`config.mk`:
```
export PLATFORM = sky130hd
export DESIGN_NAME = rs232_byte_rx
export DESIGN_NICKNAME = d
export VERILOG_FILES = /design/src/rtl/rs232_pkg.sv /design/src/rtl/rs232_sync.sv /design/src/rtl/rs232_byte_rx.sv
export SDC_FILE = /design/constraint.sdc
export NUM_CORES = 1
export LEC_CHECK = 0
export CAP_MARGIN = 25
export CORE_UTILIZATION = 59
export DETAILED_ROUTE_END_ITERATION = 8
export PLACE_DENSITY_LB_ADDON = 0.12
export SLEW_MARGIN = 20
export SYNTH_ARGS = -nofsm -noshare
export SYNTH_HDL_FRONTEND = slang
export SYNTH_SLANG_ARGS = --single-unit
```
`constraint.sdc`:
```
create_clock -name clk -period 2.5 [get_ports clk]
set_input_delay 0.375 -clock clk [delete_from_list [all_inputs] [get_ports clk]]
set_output_delay 0.375 -clock clk [all_outputs]
set_load 0.01 [all_outputs]
```
`src/rtl/rs232_pkg.sv`:
```
// Shared types and helpers for the RS-232 8N1 byte receiver.
// Clock-per-bit math lives here so every user derives it the same way.
package rs232_pkg;

  localparam int DATA_BITS = 8;

  typedef enum logic [2:0] {
    IDLE  = 3'd0,
    START = 3'd1,
    DATA  = 3'd2,
    STOP  = 3'd3,
    BREAK = 3'd4
  } rx_state_t;

  function automatic int clks_per_bit(input int clk_freq, input int baud);
    return clk_freq / baud;
  endfunction

  // Counter must hold 0 .. clks-1; keep at least one bit for tiny ratios.
  function automatic int cnt_width(input int clks);
    return (clks <= 2) ? 1 : $clog2(clks);
  endfunction

endpackage

```
`src/rtl/rs232_sync.sv`:
```
// Two-flop synchronizer for an asynchronous level input.
// Both flops reset to RESET_VAL so the line reads idle out of reset.
module rs232_sync #(
  parameter logic RESET_VAL = 1'b1
) (
  input  logic clk,
  input  logic rst,
  input  logic d,
  output logic q
);

  logic meta;

  always_ff @(posedge clk) begin
    if (!rst) begin
      meta <= RESET_VAL;
      q    <= RESET_VAL;
    end else begin
      meta <= d;
      q    <= meta;
    end
  end

endmodule

```
`src/rtl/rs232_byte_rx.sv`:
```
// RS-232 8N1 receive front end: synchronizes the line, finds mid-bit
// sample points and assembles LSB-first bytes for the packet stage.
module rs232_byte_rx
  import rs232_pkg::*;
#(
  parameter int CLK_FREQ = 50000000,
  parameter int BAUD     = 57600
) (
  input  logic       clk,
  input  logic       rst,
  input  logic       rs232_rx,
  output logic       rs_ena,
  output logic [7:0] byte_data_out,
  output logic       byte_valid,
  output logic       frame_err,
  output logic [2:0] state_dbg
);

  localparam int CLKS_PER_BIT = clks_per_bit(CLK_FREQ, BAUD);
  localparam int CW           = cnt_width(CLKS_PER_BIT);
  localparam int HALF         = CLKS_PER_BIT / 2;

  localparam logic [CW-1:0] LAST_CNT = CW'(CLKS_PER_BIT - 1);
  localparam logic [CW-1:0] HALF_CNT = CW'(HALF - 1);
  localparam logic [2:0]    LAST_BIT = 3'(DATA_BITS - 1);

  // Output protocol: rs_ena is a level covering the frame from confirmed
  // start to stop sample; byte_valid (with frame_err) is a one-cycle pulse on
  // the edge rs_ena falls, and byte_data_out holds until the next such pulse.
  // There is no ready/back-pressure: the consumer must take every pulse.

  rx_state_t          state_q, state_d;
  logic               rx_s;
  logic [CW-1:0]      baud_cnt;
  logic [2:0]         bit_idx;
  logic [7:0]         shift_reg;
  logic               cnt_last, half_last;
  logic               cnt_clr, start_ok, bit_take, stop_take;

  rs232_sync #(.RESET_VAL(1'b1)) u_sync (
    .clk (clk),
    .rst (rst),
    .d   (rs232_rx),
    .q   (rx_s)
  );

  assign cnt_last  = (baud_cnt == LAST_CNT);
  assign half_last = (baud_cnt == HALF_CNT);
  assign state_dbg = state_q;

  always_ff @(posedge clk) begin
    if (!rst) state_q <= IDLE;
    else      state_q <= state_d;
  end

  always_comb begin
    state_d = state_q;
    case (state_q)
      IDLE:    if (!rx_s) state_d = START;
      START:   if (half_last) state_d = rx_s ? IDLE : DATA;
      DATA:    if (cnt_last && (bit_idx == LAST_BIT)) state_d = STOP;
      STOP:    if (cnt_last) state_d = rx_s ? IDLE : BREAK;
      // A held-low line must go high before another start is accepted.
      BREAK:   if (rx_s) state_d = IDLE;
      default: state_d = IDLE;
    endcase
  end

  always_comb begin
    cnt_clr   = 1'b1;
    start_ok  = 1'b0;
    bit_take  = 1'b0;
    stop_take = 1'b0;
    case (state_q)
      START: begin
        cnt_clr  = half_last;
        start_ok = half_last & ~rx_s;
      end
      DATA: begin
        cnt_clr  = cnt_last;
        bit_take = cnt_last;
      end
      STOP: begin
        cnt_clr   = cnt_last;
        stop_take = cnt_last;
      end
      default: cnt_clr = 1'b1;
    endcase
  end

  always_ff @(posedge clk) begin
    if (!rst) begin
      baud_cnt      <= '0;
      bit_idx       <= 3'd0;
      shift_reg     <= 8'h00;
      rs_ena        <= 1'b0;
      byte_data_out <= 8'h00;
      byte_valid    <= 1'b0;
      frame_err     <= 1'b0;
    end else begin
      baud_cnt   <= cnt_clr ? '0 : baud_cnt + 1'b1;
      byte_valid <= stop_take;
      frame_err  <= stop_take & ~rx_s;
      if (start_ok) begin
        rs_ena  <= 1'b1;
        bit_idx <= 3'd0;
      end
      if (bit_take) begin
        shift_reg[bit_idx] <= rx_s;
        bit_idx            <= bit_idx + 3'd1;
      end
      // Bytes with a bad stop bit are still delivered; frame_err flags them.
      if (stop_take) begin
        byte_data_out <= shift_reg;
        rs_ena        <= 1'b0;
      end
    end
  end

endmodule

```
==> results.rst, run 1 <==
.. list-table::
   :header-rows: 1

   * - Metric
     - Value
   * - Final GP Congestion
     - 0.810
   * - IO Count
     - 17
   * - Via count
     - 1,336
   * - Area growth from synthesis to layout
     - 14.5%
   * - Clock Sinks
     - 37
   * - Total length of routed wires
     - 3180 um
   * - Critical path buffer and inverter count
     - 1
   * - Hold Violations, Final
     - 0
   * - Fraction of registers with async set/reset
     - 0
   * - Floorplan core area
     - 2570 um^2
   * - Slowest stage cell on the critical path
     - sky130_fd_sc_hd__dfxtp_1
   * - Most area-hungry cell type in the Yosys netlist
     - sky130_fd_sc_hd__dfxtp_1
   * - Adder and majority gate portion of the synthesized area
     - 0.0303
   * - Post-DR wirelength/cell
     - 14.4 um
   * - Internal Dissipation
     - 0.842 mW
   * - Total power after layout
     - 1.05 mW
   * - Comb pwr share
     - 0.024
   * - Via count of the first global-routing pass
     - 1,160
   * - Part of the total power dissipated in sequential elements
     - 0.568
   * - Peak ir drop on the vdd network
     - 577 uV
   * - Final setup violation count
     - 0
   * - RSZ-0062 raised after global routing
     - no
   * - Endpoint of the worst setup timing path
     - byte_data_out[5]
   * - Flip-flop and latch count after synthesis
     - 37
   * - Detailed placer's ending HPWL
     - 2290 um
   * - Post-synthesis compound-gate area fraction
     - 0.177
   * - Period utilisation layout
     - 0.835
   * - Die Wd
     - 54.9 um
   * - Worst Slack Setup Final
     - 413 ps
   * - R2R cell count
     - 6
   * - Number of standard cells after synthesis
     - 174
   * - Reg2Reg Launch Point
     - baud_cnt[0]
   * - Portion of netlist area occupied by mux cells
     - 0
   * - Net switching power
     - 0.210 mW
   * - Area of the mapped netlist
     - 1650 um^2
   * - Reg-to-Reg End
     - byte_data_out[5]
   * - Switching Fraction
     - 0.200
   * - Number of violations reported at the end of detailed-routing iteration 0
     - 47
   * - Leak
     - 0.655 nW
   * - 1st-pass router iterations
     - 4
   * - Hold buffers post-CTS
     - 0
   * - Setup slack on the worst flop-to-flop path
     - 410 ps
   * - Category of the most critical setup path
     - flip-flop to flip-flop
   * - Fraction of power consumed by the clock network
     - 0.408
   * - Endpoint arrival time on the critical path
     - 2380 ps
   * - Run status
     - finished, final reports clean
   * - CTS tree
     - done
   * - Most used DFF post-synth
     - sky130_fd_sc_hd__dfxtp_1
   * - Worst setup skew after layout
     - 12.6 ps
   * - Largest cells by area after synthesis
     - sky130_fd_sc_hd__dfxtp_1 45%, sky130_fd_sc_hd__nand4_1 4.5%, sky130_fd_sc_hd__a22o_1 4.2%, sky130_fd_sc_hd__a21oi_1 3.6%, sky130_fd_sc_hd__nor2_1 3.6%
   * - Root Buffer Master
     - sky130_fd_sc_hd__clkbuf_4
   * - Minimum clock period
     - 2090 ps
   * - Hold WS
     - 435 ps
   * - Unique cell type count in the Yosys netlist
     - 43
   * - Number of filler cells placed in the layout
     - 204
   * - Highest achievable clock rate
     - 479 MHz
   * - Port bufs
     - 16
   * - Number of nets in the layout
     - 196
   * - Critical-path cell list
     - ha_1, nor4bb_1, buf_4, and3_4, and3_1, a22o_1
   * - Overall track demand over capacity in global routing
     - 0.247
   * - Congestion Overflow GR
     - 0
   * - Syn Nets
     - 181
   * - Rows
     - 18
   * - Transition time of the tightest slew-check pin
     - 539 ps
   * - Max Fanout on Critical Path
     - 10
   * - Largest stage delay on the critical path
     - 430 ps
   * - Via-per-instance ratio
     - 6.07
   * - Count of warnings emitted by yosys
     - 0
   * - Number of H-tree levels
     - 2
   * - Cts repair resizes
     - 0
   * - Number of antenna violations at the first check in global routing
     - 0
   * - Detail Route Antenna Nets
     - 0
   * - Final Slew Violations
     - 0
   * - Max-slew headroom at the worst pin
     - 0.636
   * - Avg Cell Area, Syn
     - 9.49 um^2
   * - Startpoint of the worst setup timing path
     - baud_cnt[0]
   * - Buffers from clock root to sink, at most
     - 2
   * - Global-route wire length before repair
     - 5220 um
   * - Dominant combinational cell family by area after synthesis
     - simple AND/OR/NAND/NOR gates
   * - # DRC
     - 0
   * - Clock latency reported for the late side of the worst-skew pair
     - 340 ps
   * - P per Cell Area
     - 556 nW/um^2
   * - Worst setup EP type
     - flip-flop
   * - Fraction of layout cells with a size suffix above 1
     - 0.0789
   * - Clock transition at path regs
     - 110 ps
   * - Reported max-cap violation count
     - 0
   * - DP Worst Slack
     - 499 ps
   * - Required time at the endpoint of the critical path
     - 2790 ps
   * - Initial core utilization
     - 0.643
   * - Antenna Diode Count
     - 0
   * - Setup total negative slack
     - 0 ps
   * - Cell family with most CP delay
     - simple AND/OR/NAND/NOR gates
   * - Share of synthesized area occupied by flip-flops and latches
     - 0.448
   * - Pin count of the biggest net entering global routing
     - 13
   * - Setup bufs post-CTS
     - 0
   * - Die area
     - 3020 um^2
   * - Startpoint kind of the worst setup timing path
     - flip-flop
   * - Number of CTS-inserted buffers
     - 5
   * - Die Y-Extent
     - 54.9 um
   * - Depth of the critical timing path with buffers and inverters included
     - 6
   * - Max reg flops
     - 10
   * - Parity-gate share of the synthesized area counting xor and xnor cells
     - 0.0424
   * - Class of the most critical hold timing path
     - flip-flop to flip-flop
   * - Count of flip-flops with a built-in enable after synthesis
     - 0
   * - Area share of the largest cell type after synthesis
     - 0.448
   * - Post-Synth Simple-Gate Area
     - 0.255
stage by stage:
| step | util | instances | area (um^2) |
|---|---|---|---|
| floorplan | - | 174 | 1650 |
| global placement | 0.703 | 212 | 1810 |
| detailed placement | 0.703 | 212 | 1810 |
| CTS | 0.736 | 220 | 1890 |
| global route | 0.736 | 220 | 1890 |
| finish | 0.736 | 220 | 1890 |
power groups by stage:
| stage | Combinational (mW) | Sequential [mW] | Clock (mW) |
|---|---|---|---|
| after floorplan | 0.0168 | 0.609 | 0 |
| after global placement | 0.0239 | 0.611 | 0 |
| after detailed placement | 0.0251 | 0.611 | 0 |
| after CTS | 0.0251 | 0.597 | 0.438 |
| after global routing | 0.0275 | 0.598 | 0.452 |
| final | 0.0251 | 0.597 | 0.429 |
cells in the final DEF (no fill, tap or decap), types with 4 or more instances in the layout:
cell type,synthesis,routed
sky130_fd_sc_hd__nor2_1,16,16
sky130_fd_sc_hd__o31ai_1,8,8
sky130_fd_sc_hd__a21oi_1,12,12
sky130_fd_sc_hd__inv_1,4,4
sky130_fd_sc_hd__xor2_1,4,4
sky130_fd_sc_hd__a22o_1,8,8
sky130_fd_sc_hd__xnor2_1,4,4
sky130_fd_sc_hd__dfxtp_1,37,37
sky130_fd_sc_hd__nand2_1,8,8
sky130_fd_sc_hd__ha_1,4,4
sky130_fd_sc_hd__clkdlybuf4s50_1,0,16
sky130_fd_sc_hd__clkbuf_4,0,5
sky130_fd_sc_hd__nand2b_1,5,5
sky130_fd_sc_hd__nand3_1,7,7
sky130_fd_sc_hd__nand4_1,12,12
layer usage:
layer	wire length (um)	track usage	share of wire
met2	1350	0.341	0.42
met4	42	0.125	0.013
met5	0	0	0
met1	1580	0.360	0.50
met3	209	0.0492	0.066
worst min path at each step:
stage                start  endpoint  slack, ps  cells past startpoint
6_report       u_sync.meta  u_sync.q        440                      1
5_1_grt        u_sync.meta  u_sync.q        440                      1
4_1_cts        u_sync.meta  u_sync.q        440                      1
3_5_place_dp   u_sync.meta  u_sync.q        410                      1
3_3_place_gp   u_sync.meta  u_sync.q        400                      1
2_1_floorplan  u_sync.meta  u_sync.q        390                      1
synthesized netlist by cell type (all sizes together) (2+ instances only):
library cell and number:
ha 4, a22o 8, and3 4, xnor2 4, dfxtp 37, clkbuf 3
nand4 13, xor2 4, nor2b 3, inv 4, a211oi 2, and2 2
nor2 16, o31ai 8, nor3 3, and2b 2, nand2b 5, o21ai 2
nand2 8, nor3b 2, buf 7, nand3 7, a21oi 12, a41oi 2
logic make-up (layout without fill, tap and decap cells):
logic type / Yosys count / count (layout)
XOR/XNOR: 8 / 8
AO/OA/AOI/OAI: 39 / 39
buffers and inverters: 15 / 31
flip-flops: 37 / 37
AND/OR/NAND/NOR: 71 / 71
adder cells (fa/ha/maj): 4 / 4
layout make-up:
type | instances | area, um^2 | share of cell area
clock buffer | 7 | 55.1 | 0.0291
inverter | 5 | 18.8 | 0.00993
timing repair buffer | 18 | 175 | 0.0927
clock inverter | 1 | 30.0 | 0.0159
sequential | 37 | 741 | 0.392
multi-input combinational | 122 | 833 | 0.441
tap | 30 | 37.5 | 0.0199
Note: power is estimated with default switching activity, not from simulation.
==> inputs of run 2 (changes only) <==
--- a/config.mk
+++ b/config.mk
@@ -6,7 +6,7 @@
 export NUM_CORES = 1
 export LEC_CHECK = 0
 export CAP_MARGIN = 25
-export CORE_UTILIZATION = 59
+export CORE_UTILIZATION = 50
 export DETAILED_ROUTE_END_ITERATION = 8
 export PLACE_DENSITY_LB_ADDON = 0.12
 export SLEW_MARGIN = 20
==> constraint.sdc (replaced) <==
create_clock -name clk -period 1.8 [get_ports clk]
set_input_delay 0.27 -clock clk [delete_from_list [all_inputs] [get_ports clk]]
set_output_delay 0.27 -clock clk [all_outputs]
set_load 0.01 [all_outputs]
==> run 2 against run 1 <==
Net effect:
- combinational power up 83%
- register-to-register slack got worse by 290 ps
- non-clock buffer count up 10
- clock skew down 5.9 ps
- via count rose by 3.4%
- total power is 41% higher
- clock power increased by 41%
- flip-flop and latch count is the same
- final area increased by 6.8%
- sequential power grew 39%
- setup slack worse by 350 ps
- first-iteration DRC count increased by 19%
==> results.rst, run 2 (same netlist as run 1, synthesis figures left out) <==
.. list-table::
   :header-rows: 1

   * - Metric
     - Value
   * - Max-slew headroom at the worst pin
     - 0.706 (+0.0706)
   * - Area taken by flip-flops and latches
     - 742 um^2 (+0.17%)
   * - Number of antenna violations at the first check in global routing
     - 0 (unchanged)
   * - Reported max-cap violation count
     - 0 (unchanged)
   * - Fraction of power consumed by the clock network
     - 0.410 (+0.002)
   * - Peak ir drop on the vdd network
     - 371 uV (-36%)
   * - Floorplan core area
     - 3100 um^2 (+21%)
   * - Total length of routed wires
     - 3570 um (+12%)
   * - Number of filler cells placed in the layout
     - 296 (+45%)
   * - Area growth from synthesis to layout
     - 22.3%
   * - Switching Fraction
     - 0.206 (+0.00657)
   * - DP Worst Slack
     - -34.3 ps (-533 ps)
   * - Worst setup skew after layout
     - 6.70 ps (-5.91 ps)
   * - Cell family with most CP delay
     - buffers and inverters
   * - Worst setup EP type
     - output pin
   * - Startpoint of the worst setup timing path
     - state_dbg[0]
   * - Hold Violations, Final
     - 0 (unchanged)
   * - Final instance count without filler cells
     - 244 (+11%)
   * - Transition time of the tightest slew-check pin
     - 440 ps (-98.8 ps)
   * - Run status
     - finished, final reports clean
   * - Setup slack on the worst flop-to-flop path
     - 120 ps (-290 ps)
   * - 1st-pass router iterations
     - 4 (unchanged)
   * - Overall track demand over capacity in global routing
     - 0.229 (-0.0181)
   * - Comb pwr share
     - 0.031 (+0.007)
   * - Leak
     - 0.714 nW (+9.1%)
   * - Root Buffer Master
     - sky130_fd_sc_hd__clkbuf_4
   * - Max reg flops
     - 10 (unchanged)
   * - Global-route wire length before repair
     - 5930 um (+14%)
   * - Period utilisation layout
     - 0.963
   * - # DRC
     - 0 (unchanged)
   * - Most common library cell in the layout ignoring fill and taps
     - sky130_fd_sc_hd__dfxtp_1
   * - Minimum clock period
     - 1730 ps
   * - Die area
     - 3540 um^2 (+17%)
   * - Reg2Reg Launch Point
     - baud_cnt[1]
   * - Endpoint arrival time on the critical path
     - 1460 ps (-920 ps)
   * - Buffers from clock root to sink, at most
     - 2 (unchanged)
   * - Via count of the first global-routing pass
     - 1,389 (+20%)
   * - Port bufs
     - 16 (unchanged)
   * - Depth of the critical timing path with buffers and inverters included
     - 1 (-5)
   * - Category of the most critical setup path
     - flip-flop to output pin
   * - Antenna Diode Count
     - 0 (unchanged)
   * - Via count
     - 1,382 (+3.4%)
   * - Highest achievable clock rate
     - 577 MHz
   * - Cell total after placement
     - 236 (+11%)
   * - Net switching power
     - 0.305 mW (+45%)
   * - Critical path buffer and inverter count
     - 1 (unchanged)
   * - Initial core utilization
     - 0.532 (-0.111)
   * - Via-per-instance ratio
     - 5.66 (-6.7%)
   * - Final setup violation count
     - 0 (unchanged)
   * - Startpoint kind of the worst setup timing path
     - flip-flop
   * - Clock transition at path regs
     - 110 ps (about the same)
   * - Max Fanout on Critical Path
     - 9 (-1)
   * - Post-DR wirelength/cell
     - 14.6 um (+1.3%)
   * - Detailed placer's ending HPWL
     - 2510 um (+9.6%)
   * - Setup total negative slack
     - 0 ps (unchanged)
   * - Largest stage delay on the critical path
     - 600 ps (+170 ps)
   * - Clock Sinks
     - 37 (unchanged)
   * - Final Slew Violations
     - 0 (unchanged)
   * - Number of CTS-inserted buffers
     - 5 (unchanged)
   * - Number of nets in the layout
     - 206 (+5.1%)
   * - CTS tree
     - done
   * - Slowest stage cell on the critical path
     - sky130_fd_sc_hd__clkdlybuf4s50_1
   * - R2R cell count
     - 6 (unchanged)
   * - Endpoint of the worst setup timing path
     - state_dbg[0]
   * - Critical-path cell list
     - clkdlybuf4s50_1
   * - Die Y-Extent
     - 59.5 um (+8.3%)
   * - Number of violations reported at the end of detailed-routing iteration 0
     - 56 (+19%)
   * - Hold WS
     - 426 ps (-9.28 ps)
   * - Internal Dissipation
     - 1.17 mW (+40%)
   * - Part of the total power dissipated in sequential elements
     - 0.559 (-0.009)
   * - Class of the most critical hold timing path
     - flip-flop to flip-flop
   * - Pin count of the biggest net entering global routing
     - 12 (-1)
   * - Clock latency reported for the late side of the worst-skew pair
     - 350 ps (about the same)
   * - Worst Slack Setup Final
     - 67.3 ps (-345 ps)
   * - Multi-input gate area in the final layout
     - 868 um^2 (+4.2%)
   * - Number of H-tree levels
     - 2 (unchanged)
   * - Detail Route Antenna Nets
     - 0 (unchanged)
   * - RSZ-0062 raised after global routing
     - no
   * - Rows
     - 20 (+2)
   * - IO Count
     - 17 (unchanged)
   * - Final GP Congestion
     - 0.782 (-3.4%)
   * - Reg-to-Reg End
     - shift_reg[1]
   * - Fraction of layout cells with a size suffix above 1
     - 0.150 (+0.0711)
   * - P per Cell Area
     - 733 nW/um^2 (+32%)
   * - Most frequent cells in the layout
     - 36 x sky130_fd_sc_hd__dfxtp_1, 16 x sky130_fd_sc_hd__nor2_1, 16 x sky130_fd_sc_hd__clkdlybuf4s50_1
   * - Congestion Overflow GR
     - 0 (unchanged)
   * - Required time at the endpoint of the critical path
     - 1530 ps (-1260 ps)
   * - Die Wd
     - 59.5 um (+8.3%)
   * - Total power after layout
     - 1.48 mW (+41%)
## run 2: cell count changes in the layout (fill, tap and decap cells not counted), sizes merged
cell,previous run,this run
buf,2,12
## run 2: layout make-up
class | count | area share
multi-input combinational | 122 | 0.430
sequential | 37 | 0.367
timing repair buffer | 28 | 0.124
clock buffer | 7 | 0.0273
tap | 44 | 0.0273
clock inverter | 1 | 0.0149
inverter | 5 | 0.00929
## run 2: power groups by stage
stage	Combinational, mW	Clock (mW)	Sequential [mW]
floorplan	0.0233	0	0.845
global placement	0.0434	0	0.845
detailed placement	0.0443	0	0.845
CTS	0.0444	0.619	0.827
global route	0.0492	0.650	0.828
finish	0.0460	0.607	0.827
## run 2: what timing repair did
item | CTS | global route
hold buffers | 0 | 0
buffers inserted | 0 | 0
resized for setup | 1 | 8
setup endpoints to repair | 9 | 18
## run 2: metrics by stage
stage / cell area (um^2) / utilization
finish: 2020 / 0.651
CTS: 1980 / 0.640
global route: 2020 / 0.651
floorplan: 1650 / -
global placement: 1900 / 0.612
detailed placement: 1900 / 0.612
## run 2: worst min path at each step
stage | slack (ps) | cells after the start | start | to
final | 430 | 1 | u_sync.meta | u_sync.q
after global routing | 450 | 1 | u_sync.meta | u_sync.q
after CTS | 430 | 1 | u_sync.meta | u_sync.q
after detailed placement | 400 | 1 | u_sync.meta | u_sync.q
after global placement | 400 | 1 | u_sync.meta | u_sync.q
after floorplan | 370 | 1 | rs232_rx | u_sync.meta
## run 2: layer usage
metal / GRT usage / vias to the layer above / wire (um) / share of wire
li1: - / 684 / - / -
met1: 0.259 / 645 / 1520 / 0.43
met2: 0.376 / 45 / 1800 / 0.50
met3: 0.0699 / 8 / 185 / 0.052
met4: 0.143 / 0 / 68 / 0.019
met5: 0 / - / 0 / 0
